$ cat config.mk
export PLATFORM = sky130hd
export DESIGN_NAME = uart_rx_pkt_ctrl
export DESIGN_NICKNAME = d
export VERILOG_FILES = /design/src/rtl/uart_rx_pkt_ctrl.sv
export SDC_FILE = /design/constraint.sdc
export NUM_CORES = 1
export LEC_CHECK = 0
export CAP_MARGIN = 5
export CORE_ASPECT_RATIO = 2
export CORE_UTILIZATION = 50
export CTS_CLUSTER_DIAMETER = 200
export CTS_CLUSTER_SIZE = 24
export DETAILED_ROUTE_END_ITERATION = 7
export PLACE_DENSITY = 0.71
export RECOVER_POWER = 25
export SLEW_MARGIN = 20
export SYNTH_ARGS = -nofsm -noshare
export SYNTH_HDL_FRONTEND = slang
export SYNTH_SLANG_ARGS = --single-unit
$ cat constraint.sdc
create_clock -name clk -period 2 [get_ports clk]
set_input_delay 0.3 -clock clk [delete_from_list [all_inputs] [get_ports clk]]
set_output_delay 0.3 -clock clk [all_outputs]
set_load 0.01 [all_outputs]
$ cat src/rtl/uart_rx_pkt_ctrl.sv
`default_nettype none
// ============================================================================
// Module   : uart_rx_pkt_ctrl
// Purpose  : SYNC/LEN/payload packet framer behind a UART receiver, with a
//            host-read packet buffer, error reporting and drop accounting.
//            Optional checksum byte enabled by UART_RX_PKT_CHECKSUM_EN.
// Revision : 1.0 - initial release
// ============================================================================
module uart_rx_pkt_ctrl #(
    parameter int         MAX_LEN = 16,
    parameter logic [7:0] SYNC    = 8'hA5,
    parameter int         TIMEOUT = 4096
) (
    input  logic                                           clk,
    input  logic                                           rst_n,
    input  logic [7:0]                                     rx_data,
    input  logic                                           rx_ready,
    output logic                                           pkt_valid,
    output logic [$clog2(MAX_LEN+1)-1:0]                   pkt_len,
    input  logic [(MAX_LEN > 1 ? $clog2(MAX_LEN) : 1)-1:0] rd_addr,
    output logic [7:0]                                     rd_data,
    input  logic                                           pkt_ack,
    output logic                                           err,
    output logic [1:0]                                     err_code,
    output logic [7:0]                                     drop_cnt,
    output logic                                           busy
);

    localparam int PW    = $clog2(MAX_LEN + 1);
    localparam int AW    = (MAX_LEN > 1) ? $clog2(MAX_LEN) : 1;
    localparam int DEPTH = 1 << AW;

    localparam logic [7:0]    c_max_len = 8'(MAX_LEN);
    localparam logic [PW-1:0] c_one     = PW'(1);

    typedef enum logic [2:0] {
        S_HUNT    = 3'd0,
        S_LEN     = 3'd1,
        S_PAYLOAD = 3'd2,
`ifdef UART_RX_PKT_CHECKSUM_EN
        S_CHK     = 3'd3,
`endif
        S_HOLD    = 3'd4
    } state_t;

    state_t        r_state;
    state_t        w_state_nxt;

    logic          r_rdy_q;
    logic          w_strobe;
    logic          w_tmo;
    logic          w_busy;

    logic          w_err;
    logic [1:0]    w_err_code;
    logic          w_len_ld;
    logic          w_buf_wr;
    logic          w_drop;

    logic [PW-1:0] r_pkt_len;
    logic [PW-1:0] r_idx;
    logic          r_err;
    logic [1:0]    r_err_code;
    logic [7:0]    r_drop_cnt;
    logic [7:0]    r_rd_data;
    logic [7:0]    r_buf [DEPTH];

`ifdef UART_RX_PKT_CHECKSUM_EN
    logic [7:0]    r_sum;
    logic          w_sum_ok;

    assign w_sum_ok = ((r_sum + rx_data) == 8'd0);
    assign w_busy   = (r_state == S_LEN) || (r_state == S_PAYLOAD) || (r_state == S_CHK);
`else
    assign w_busy   = (r_state == S_LEN) || (r_state == S_PAYLOAD);
`endif

    // rdy_q powers up high so a level already asserted at reset release is not a new byte
    assign w_strobe = rx_ready & ~r_rdy_q;

    generate
        if (TIMEOUT > 0) begin : g_tmo
            localparam int            TW         = (TIMEOUT > 1) ? $clog2(TIMEOUT) : 1;
            localparam logic [TW-1:0] c_tmo_last = TW'(TIMEOUT - 1);
            logic [TW-1:0]            r_tmo_cnt;

            always_ff @(posedge clk or negedge rst_n) begin
                if (!rst_n) begin
                    r_tmo_cnt <= '0;
                end else if (!w_busy || w_strobe) begin
                    r_tmo_cnt <= '0;
                end else if (r_tmo_cnt != c_tmo_last) begin
                    r_tmo_cnt <= r_tmo_cnt + TW'(1);
                end
            end

            assign w_tmo = w_busy && !w_strobe && (r_tmo_cnt == c_tmo_last);
        end else begin : g_no_tmo
            assign w_tmo = 1'b0;
        end
    endgenerate

    always_ff @(posedge clk or negedge rst_n) begin
        if (!rst_n) begin
            r_state <= S_HUNT;
        end else begin
            r_state <= w_state_nxt;
        end
    end

    always_comb begin
        w_state_nxt = r_state;
        w_err       = 1'b0;
        w_err_code  = 2'd0;
        w_len_ld    = 1'b0;
        w_buf_wr    = 1'b0;
        w_drop      = 1'b0;

        case (r_state)
            S_HUNT: begin
                if (w_strobe && (rx_data == SYNC)) begin
                    w_state_nxt = S_LEN;
                end
            end
            S_LEN: begin
                if (w_tmo) begin
                    w_err       = 1'b1;
                    w_err_code  = 2'd3;
                    w_state_nxt = S_HUNT;
                end else if (w_strobe) begin
                    if ((rx_data == 8'd0) || (rx_data > c_max_len)) begin
                        w_err       = 1'b1;
                        w_err_code  = 2'd1;
                        w_state_nxt = S_HUNT;
                    end else begin
                        w_len_ld    = 1'b1;
                        w_state_nxt = S_PAYLOAD;
                    end
                end
            end
            S_PAYLOAD: begin
                if (w_tmo) begin
                    w_err       = 1'b1;
                    w_err_code  = 2'd3;
                    w_state_nxt = S_HUNT;
                end else if (w_strobe) begin
                    w_buf_wr = 1'b1;
                    if (r_idx == (r_pkt_len - c_one)) begin
`ifdef UART_RX_PKT_CHECKSUM_EN
                        w_state_nxt = S_CHK;
`else
                        w_state_nxt = S_HOLD;
`endif
                    end
                end
            end
`ifdef UART_RX_PKT_CHECKSUM_EN
            S_CHK: begin
                if (w_tmo) begin
                    w_err       = 1'b1;
                    w_err_code  = 2'd3;
                    w_state_nxt = S_HUNT;
                end else if (w_strobe) begin
                    if (w_sum_ok) begin
                        w_state_nxt = S_HOLD;
                    end else begin
                        w_err       = 1'b1;
                        w_err_code  = 2'd2;
                        w_state_nxt = S_HUNT;
                    end
                end
            end
`endif
            S_HOLD: begin
                // a byte arriving with the ack is still counted; ack releases regardless
                w_drop = w_strobe;
                if (pkt_ack) begin
                    w_state_nxt = S_HUNT;
                end
            end
            default: begin
                w_state_nxt = S_HUNT;
            end
        endcase
    end

    always_ff @(posedge clk or negedge rst_n) begin
        if (!rst_n) begin
            r_rdy_q    <= 1'b1;
            r_pkt_len  <= '0;
            r_idx      <= '0;
            r_err      <= 1'b0;
            r_err_code <= 2'd0;
            r_drop_cnt <= 8'd0;
        end else begin
            r_rdy_q <= rx_ready;
            r_err   <= w_err;
            if (w_err) begin
                r_err_code <= w_err_code;
            end
            if (w_len_ld) begin
                r_pkt_len <= rx_data[PW-1:0];
                r_idx     <= '0;
            end else if (w_buf_wr) begin
                r_idx <= r_idx + c_one;
            end
            if (w_drop && (r_drop_cnt != 8'hFF)) begin
                r_drop_cnt <= r_drop_cnt + 8'd1;
            end
        end
    end

`ifdef UART_RX_PKT_CHECKSUM_EN
    // LEN seeds the running sum so the checksum covers LEN + payload
    always_ff @(posedge clk or negedge rst_n) begin
        if (!rst_n) begin
            r_sum <= 8'd0;
        end else if (w_len_ld) begin
            r_sum <= rx_data;
        end else if (w_buf_wr) begin
            r_sum <= r_sum + rx_data;
        end
    end
`endif

    always_ff @(posedge clk) begin
        if (w_buf_wr) begin
            r_buf[r_idx[AW-1:0]] <= rx_data;
        end
    end

    always_ff @(posedge clk or negedge rst_n) begin
        if (!rst_n) begin
            r_rd_data <= 8'd0;
        end else begin
            r_rd_data <= r_buf[rd_addr];
        end
    end

    assign pkt_valid = (r_state == S_HOLD);
    assign busy      = w_busy;
    assign pkt_len   = r_pkt_len;
    assign rd_data   = r_rd_data;
    assign err       = r_err;
    assign err_code  = r_err_code;
    assign drop_cnt  = r_drop_cnt;

endmodule
`default_nettype wire

# ---- Word level (Yosys, flattened, before mapping)
# Memories as Yosys holds them, arrays and structs flattened. A register that Yosys moved wholly into a read port is not among the register bits.
# Cells that the tools add are included.
dict set report classes {
  n_addsub 4
  eq_ne 13
  reduce_logical 15
  bitwise_logic 2
  order_cmp 1
  muxes 33
}
# op n
set op_table {}
lappend op_table {{12-bit 2-to-1 mux} 2}
lappend op_table {{3-bit 2-to-1 mux} 7}
lappend op_table {{1-bit 2-to-1 mux} 16}
lappend op_table {{12-bit by 1-bit adder with 12-bit output (second input constant)} 1}
lappend op_table {{12-bit equality test (second input constant)} 1}
lappend op_table {{12-bit != test (second input constant)} 1}
lappend op_table {{3-bit one-hot mux with 4 select lines} 1}
lappend op_table {{5-bit 2-to-1 mux} 2}
lappend op_table {{8-bit by 1-bit adder with 8-bit output (second input constant)} 1}
lappend op_table {{8-bit equality test (second input constant)} 1}
lappend op_table {{8-bit by 5-bit > comparator with 1-bit output (second input constant)} 1}
lappend op_table {{8-bit logical NOT} 1}
lappend op_table {{8-bit != test (second input constant)} 1}
lappend op_table {{2-bit 2-to-1 mux} 3}
lappend op_table {{3-bit != test (second input constant)} 2}
lappend op_table {{5-bit by 1-bit adder with 5-bit output (second input constant)} 1}
lappend op_table {{5-bit equality test} 1}
lappend op_table {{5-bit AND reduction} 1}
lappend op_table {{5-bit by 1-bit subtractor with 5-bit output (second input constant)} 1}
lappend op_table {{1-bit logical AND} 4}
lappend op_table {{2-bit one-hot mux with 2 select lines} 1}
lappend op_table {{2-bit nonzero test} 2}
lappend op_table {{3-bit by 1-bit equality test with 1-bit output (second input constant)} 1}
lappend op_table {{3-bit by 2-bit equality test with 1-bit output (second input constant)} 1}
lappend op_table {{10 further kinds} 14}
dict set report word_totals {
  regBits 37
  n_memories 1
  wordCells 77
  out_inout_bits 26
  ram_bits 128
}
# name depth width read_ports rd_ports_with_merged_regs write_ports line_no
set mem_list {}
lappend mem_list {r_buf 16 8 1 1 1 66} ;# logic [7:0] r_buf [DEPTH];

# ---- Depth between registers and ports, before layout
# Gate-level depths: netlist of the first run.
dict set report depth {
  word_depth 9
  depth_mapped 7
  ltp_nobuf 6
}

# ---- Worst setup path before layout of the first run
# Ideal clock, no wire load.
dict set report synth_timing {
  path_kind {reg-to-reg}
  startpoint {register r_state[0]}
  endpoint {memory r_buf[0][0] (enable)}
  slack_ns -0.117
  setup_time_ns 0.383
  t_required_ns 1.617
  arrival_time_ns 1.734
  stages_incl_launch_ff 6
  path_cell_list {dfrtp_1 -> buf_6 -> or3b_4 -> nor2_8 -> nand2_1 -> nor3_1}
}
dict set report synth_between {
  elab_chain_len 8
  word_cells_on_any_way 9
  cone_classes {eq/ne: 2; mux: 4; reduce/logical: 3}
}
# item line_no
set synth_lines {}
lappend synth_lines {{from (decl)} 46} ;# state_t r_state;
lappend synth_lines {{from (signal assigned)} 107} ;# r_state <= w_state_nxt;
lappend synth_lines {{3-bit by 1-bit equality test with 1-bit output or 3-bit by 2-bit equality test with 1-bit output (tied branches)} {75, 119}}
lappend synth_lines {{1-bit logical OR} 75} ;# assign w_busy = (r_state == S_LEN) || (r_state == S_PAYLOAD);
lappend synth_lines {{1-bit logical AND (2 in a row)} 97} ;# assign w_tmo = w_busy && !w_strobe && (r_tmo_cnt == c_tmo_last);
lappend synth_lines {{1-bit 2-to-1 mux} 142} ;# if (w_tmo) begin
lappend synth_lines {{1-bit 2-to-1 mux *} 119} ;# case (r_state)
lappend synth_lines {{1-bit 2-to-1 mux *} 227} ;# if (w_buf_wr) begin
lappend synth_lines {{1-bit 2-to-1 mux (not written as such) *} 228} ;# r_buf[r_idx[AW-1:0]] <= rx_data;
lappend synth_lines {{to (decl)} 66}
# Mark *: on every way between the ends. The rest lies on a longest branch, timed or not.

# ---- Worst setup path in the final report of the first run
dict set report layout_timing {
  startpoint {input rx_data[7]}
  endpoint {register r_pkt_len[1] (netlist: pkt_len[1])}
}
dict set report layout_between {
  elab_chain_len 6
  word_cells_on_any_way 7
  cone_classes {order compare: 1; mux: 4; reduce/logical: 2}
}
# item line_no
set layout_lines {}
lappend layout_lines {{from (decl)} 16} ;# input logic [7:0] rx_data,
lappend layout_lines {{8-bit by 5-bit > comparator with 1-bit output or 8-bit logical NOT (tied branches)} 131} ;# if ((rx_data == 8'd0) || (rx_data > c_max_len)) begin
lappend layout_lines {{1-bit logical OR *} 131}
lappend layout_lines {{1-bit 2-to-1 mux *} 131}
lappend layout_lines {{1-bit 2-to-1 mux *} 130} ;# end else if (w_strobe) begin
lappend layout_lines {{1-bit 2-to-1 mux *} 126} ;# if (w_tmo) begin
lappend layout_lines {{1-bit 2-to-1 mux *} 119}
lappend layout_lines {{to (signal assigned)} 202} ;# r_pkt_len <= rx_data[PW-1:0];
lappend layout_lines {{to (decl)} 60} ;# logic [PW-1:0] r_pkt_len;
# Marked as above.
# A chain may end at the register's enable or synchronous reset.

==> results of run 1 <==
==> cell type report <==
cell class | instances | area share [%]
clock buffers | 18 | 4.82
clock inverters | 14 | 2.00
inverters | 8 | 0.338
multi-input cells | 212 | 24.4
flip-flops and latches | 173 | 55.9
well taps | 189 | 2.66
repair buffers | 101 | 9.85
==> repair_timing <==
action                                  CTS  global route
gates resized for setup                  14             9
setup buffers                             2             0
pin swaps                                 2             1
endpoints found under the setup margin   10            28
endpoints found under the hold margin    28             0
hold buffers                              1             0
==> through the flow <==
step / setup WS [ns] / std cells / utilization (%) / setup TNS, ns / cell area, sq um
2_1_floorplan: -0.117 / 411 / - / -3.51 / 7200
3_3_place_gp: -0.677 / 680 / 58.9 / -7.46 / 8220
3_5_place_dp: -0.744 / 680 / 58.9 / -9.91 / 8220
4_1_cts: 0.0398 / 715 / 63.6 / 0 / 8880
5_1_grt: -0.00383 / 715 / 63.7 / -0.00734 / 8890
6_report: 0.0314 / 715 / 63.7 / 0 / 8890
==> flip-flops by register name, indices dropped and copies added (netlist names) <==
name	cells
drop_cnt	8
err	1
err_code	2
g_tmo.r_tmo_cnt	12
pkt_len	5
r_buf	128
r_idx	5
r_rdy_q	1
r_state	3
rd_data	8
==> power groups by stage <==
stage | clock [uW] | sequential, uW | combinational [uW]
2_1_floorplan | 0 | 4130 | 606
3_3_place_gp | 0 | 4120 | 1080
3_5_place_dp | 0 | 4130 | 1110
4_1_cts | 3430 | 4050 | 1130
5_1_grt | 3580 | 4060 | 1240
6_report | 3380 | 4050 | 1140
==> kinds of logic (layout without fill, tap and decap cells) <==
| kind of cell | Yosys count | after routing | synth area share [%] |
|---|---|---|---|
| adder cells (fa/ha/maj) | 7 | 7 | 1.22 |
| AND/OR/NAND/NOR | 102 | 102 | 8.35 |
| buffers and inverters | 26 | 141 | 1.65 |
| XOR/XNOR | 20 | 20 | 2.43 |
| multiplexers | 48 | 48 | 14.0 |
| flip-flops | 173 | 173 | 69.1 |
| AO/OA/AOI/OAI | 35 | 35 | 3.27 |
==> worst paths after layout <==
path / startpoint / to
worst max register to register: r_state[0] / r_buf[1][4]
worst max-delay path: rx_data[7] / pkt_len[1]
max in group asynchronous: rst_n / rd_data[0]
worst min register to register: drop_cnt[7] / drop_cnt[7]
min in group asynchronous: rst_n / pkt_len[0]
worst min-delay path: rx_ready / r_rdy_q
==> cells in the final DEF, fill, tap and decap left out, types with 4 or more instances in the layout <==
cell type,synthesis,routed
a21oi_1,10,10
nand3_1,6,6
xnor2_1,15,15
inv_6,0,5
buf_4,3,49
inv_1,8,8
dfrtp_1,44,44
edfxtp_1,128,128
clkdlybuf4s50_1,0,32
a31oi_1,4,4
clkbuf_16,0,17
xor2_1,5,5
ha_1,7,7
nand4_1,6,6
clkbuf_1,6,7
and3_1,4,4
mux2_4,5,5
nand2_1,14,12
o21ai_0,7,7
buf_12,0,4
dlygate4sd2_1,0,5
mux4_2,40,40
nor2_1,24,23
nor3_1,13,10
==> routing by layer <==
layer  up-vias  wire length (um)  part of all wire [%]
met5         -                 0                     0
met4         0               516                   3.3
met3        31               493                   3.1
met2       120              9490                    60
met1      2124              5370                    34
li1       1826                 -                     -
==> run summary, run 1 <==
outcome -> complete, no violations
Synth Instances -> 411
Post-synth top cells -> edfxtp_1, dfrtp_1, mux4_2, nor2_1, xnor2_1
sw frac -> 24.2%
Max FO, Critical Path -> 11
Required @ worst endpoint -> 2.30 ns
crit path DAT -> 2.27 ns
final hold vios -> 0
Top Usage Layer GRT -> met2
syn nets -> 434
die span in x -> 86.8 um
Synth area leaders -> edfxtp_1, dfrtp_1, mux4_2
dpl hpwl -> 10.9 mm
first-pass GRT wire length -> 25.0 mm
WHS -> 0.476 ns
GRT Residual Overflow -> 0
Post-synth EDFFs -> 128
I/O pin cnt -> 42
final routed DRC violation total -> 0
hold depth -> 1
Cell Rows -> 61
CTS root buffer -> clkbuf_16
worst reg-to-reg setup slack -> 0.06 ns
CP endpoint kind -> flop
P_sw -> 2080 uW
Tightest Pin Transition -> 0.870 ns
Sink Count -> 173
#FFs+latches synth -> 173
Leak -> 0.00323 uW
M2 GR Usage -> 45.5%
vias in the first global route -> 4582
Worst path depth -> 6
clock latency on the worst-skew pair -> 0.43 ns
area leader, netlist -> edfxtp_1
Crit path buffers/inverters -> 2
# H-tree levels -> 4
Clk pin slew, worst setup/hold paths -> 0.07 ns
Mean Syn Cell Area -> 17.5 sq um
Hold/Removal Path Class -> input pin to flop
R2R depth -> 6
type of origin of the critical path -> input pin
routed vias -> 4101
Post-Syn Area -> 7200 sq um
critical-path cell list -> clkdlybuf4s50_1 > buf_4 > nor3_1 > nand2_1 > or4_4 > mux2_4
area of the multi-input gates -> 2170 sq um
# fillers -> 1014
DR pass1 iterations -> 4
routed vias/inst -> 5.74
nets -> 536
worst setup path category -> input pin to flop
die footprint -> 14900 sq um
ratio of cells with drive above 1 in the final layout -> 29.8%
minimum clock period -> 1.97 ns
Final ANT Viol Nets -> 0
DRT Wirelength -> 15.9 mm
Synth top area share -> 53.4%
Placer Congestion -> 0.823
delay-heaviest family, CP -> simple AND/OR/NAND/NOR gates
Seq pwr share -> 47.3%
CTS buffer count -> 17
area grow syn2layout -> 23.6%
overall power -> 8580 uW
area of all sequential standard cells -> 4970 sq um
Most used DFF post-synth -> edfxtp_1
Fmax achieved -> 0.508 GHz
Netlist cell types -> 54
maxcap violations -> 0
Die H -> 172 um
Gate power share -> 13.3%
Initial Utilization -> 51.5%
total track usage -> 23.7%
Cell Int Power -> 6500 uW
diode count -> 0
CTS tree -> done
final slew viol count -> 0
Final period util -> 98.4%
Final setup viols -> 0
fraction of registers with async set/reset -> 26.0%
Worst slew margin -> 42.0%
core region area -> 14000 sq um
Clock Skew -> 0.0146 ns
Clock power frac -> 39.4%
Crit-path slowest cell -> or4_4
GR Util met3 -> 4.51%
met1 global-route usage -> 23.6%
initial antenna violation count -> 0
Seq/Total Area, Yosys -> 69.1%
most common cell in the netlist -> edfxtp_1
IO Port Bufs -> 41
pin count of the biggest net entering global routing -> 33
CTS Buffer Depth -> 2
wire per inst -> 22.2 um
warnings from Yosys -> 0
Initial DRC Count -> 237
Max VDD drop -> 0.623 mV
crit-path max cell delay -> 0.60 ns
P per Cell Area -> 965 nW/um^2
(Power assumes the default switching activity.)
==> run 2, diff against run 1 <==
--- a/config.mk
+++ b/config.mk
@@ -5,6 +5,7 @@
 export SDC_FILE = /design/constraint.sdc
 export NUM_CORES = 1
 export LEC_CHECK = 0
+export ABC_AREA = 0
 export CAP_MARGIN = 5
 export CORE_ASPECT_RATIO = 2
 export CORE_UTILIZATION = 50
==> results of run 2 <==
Final layout, timing and power as in run 1 (identical DEF).
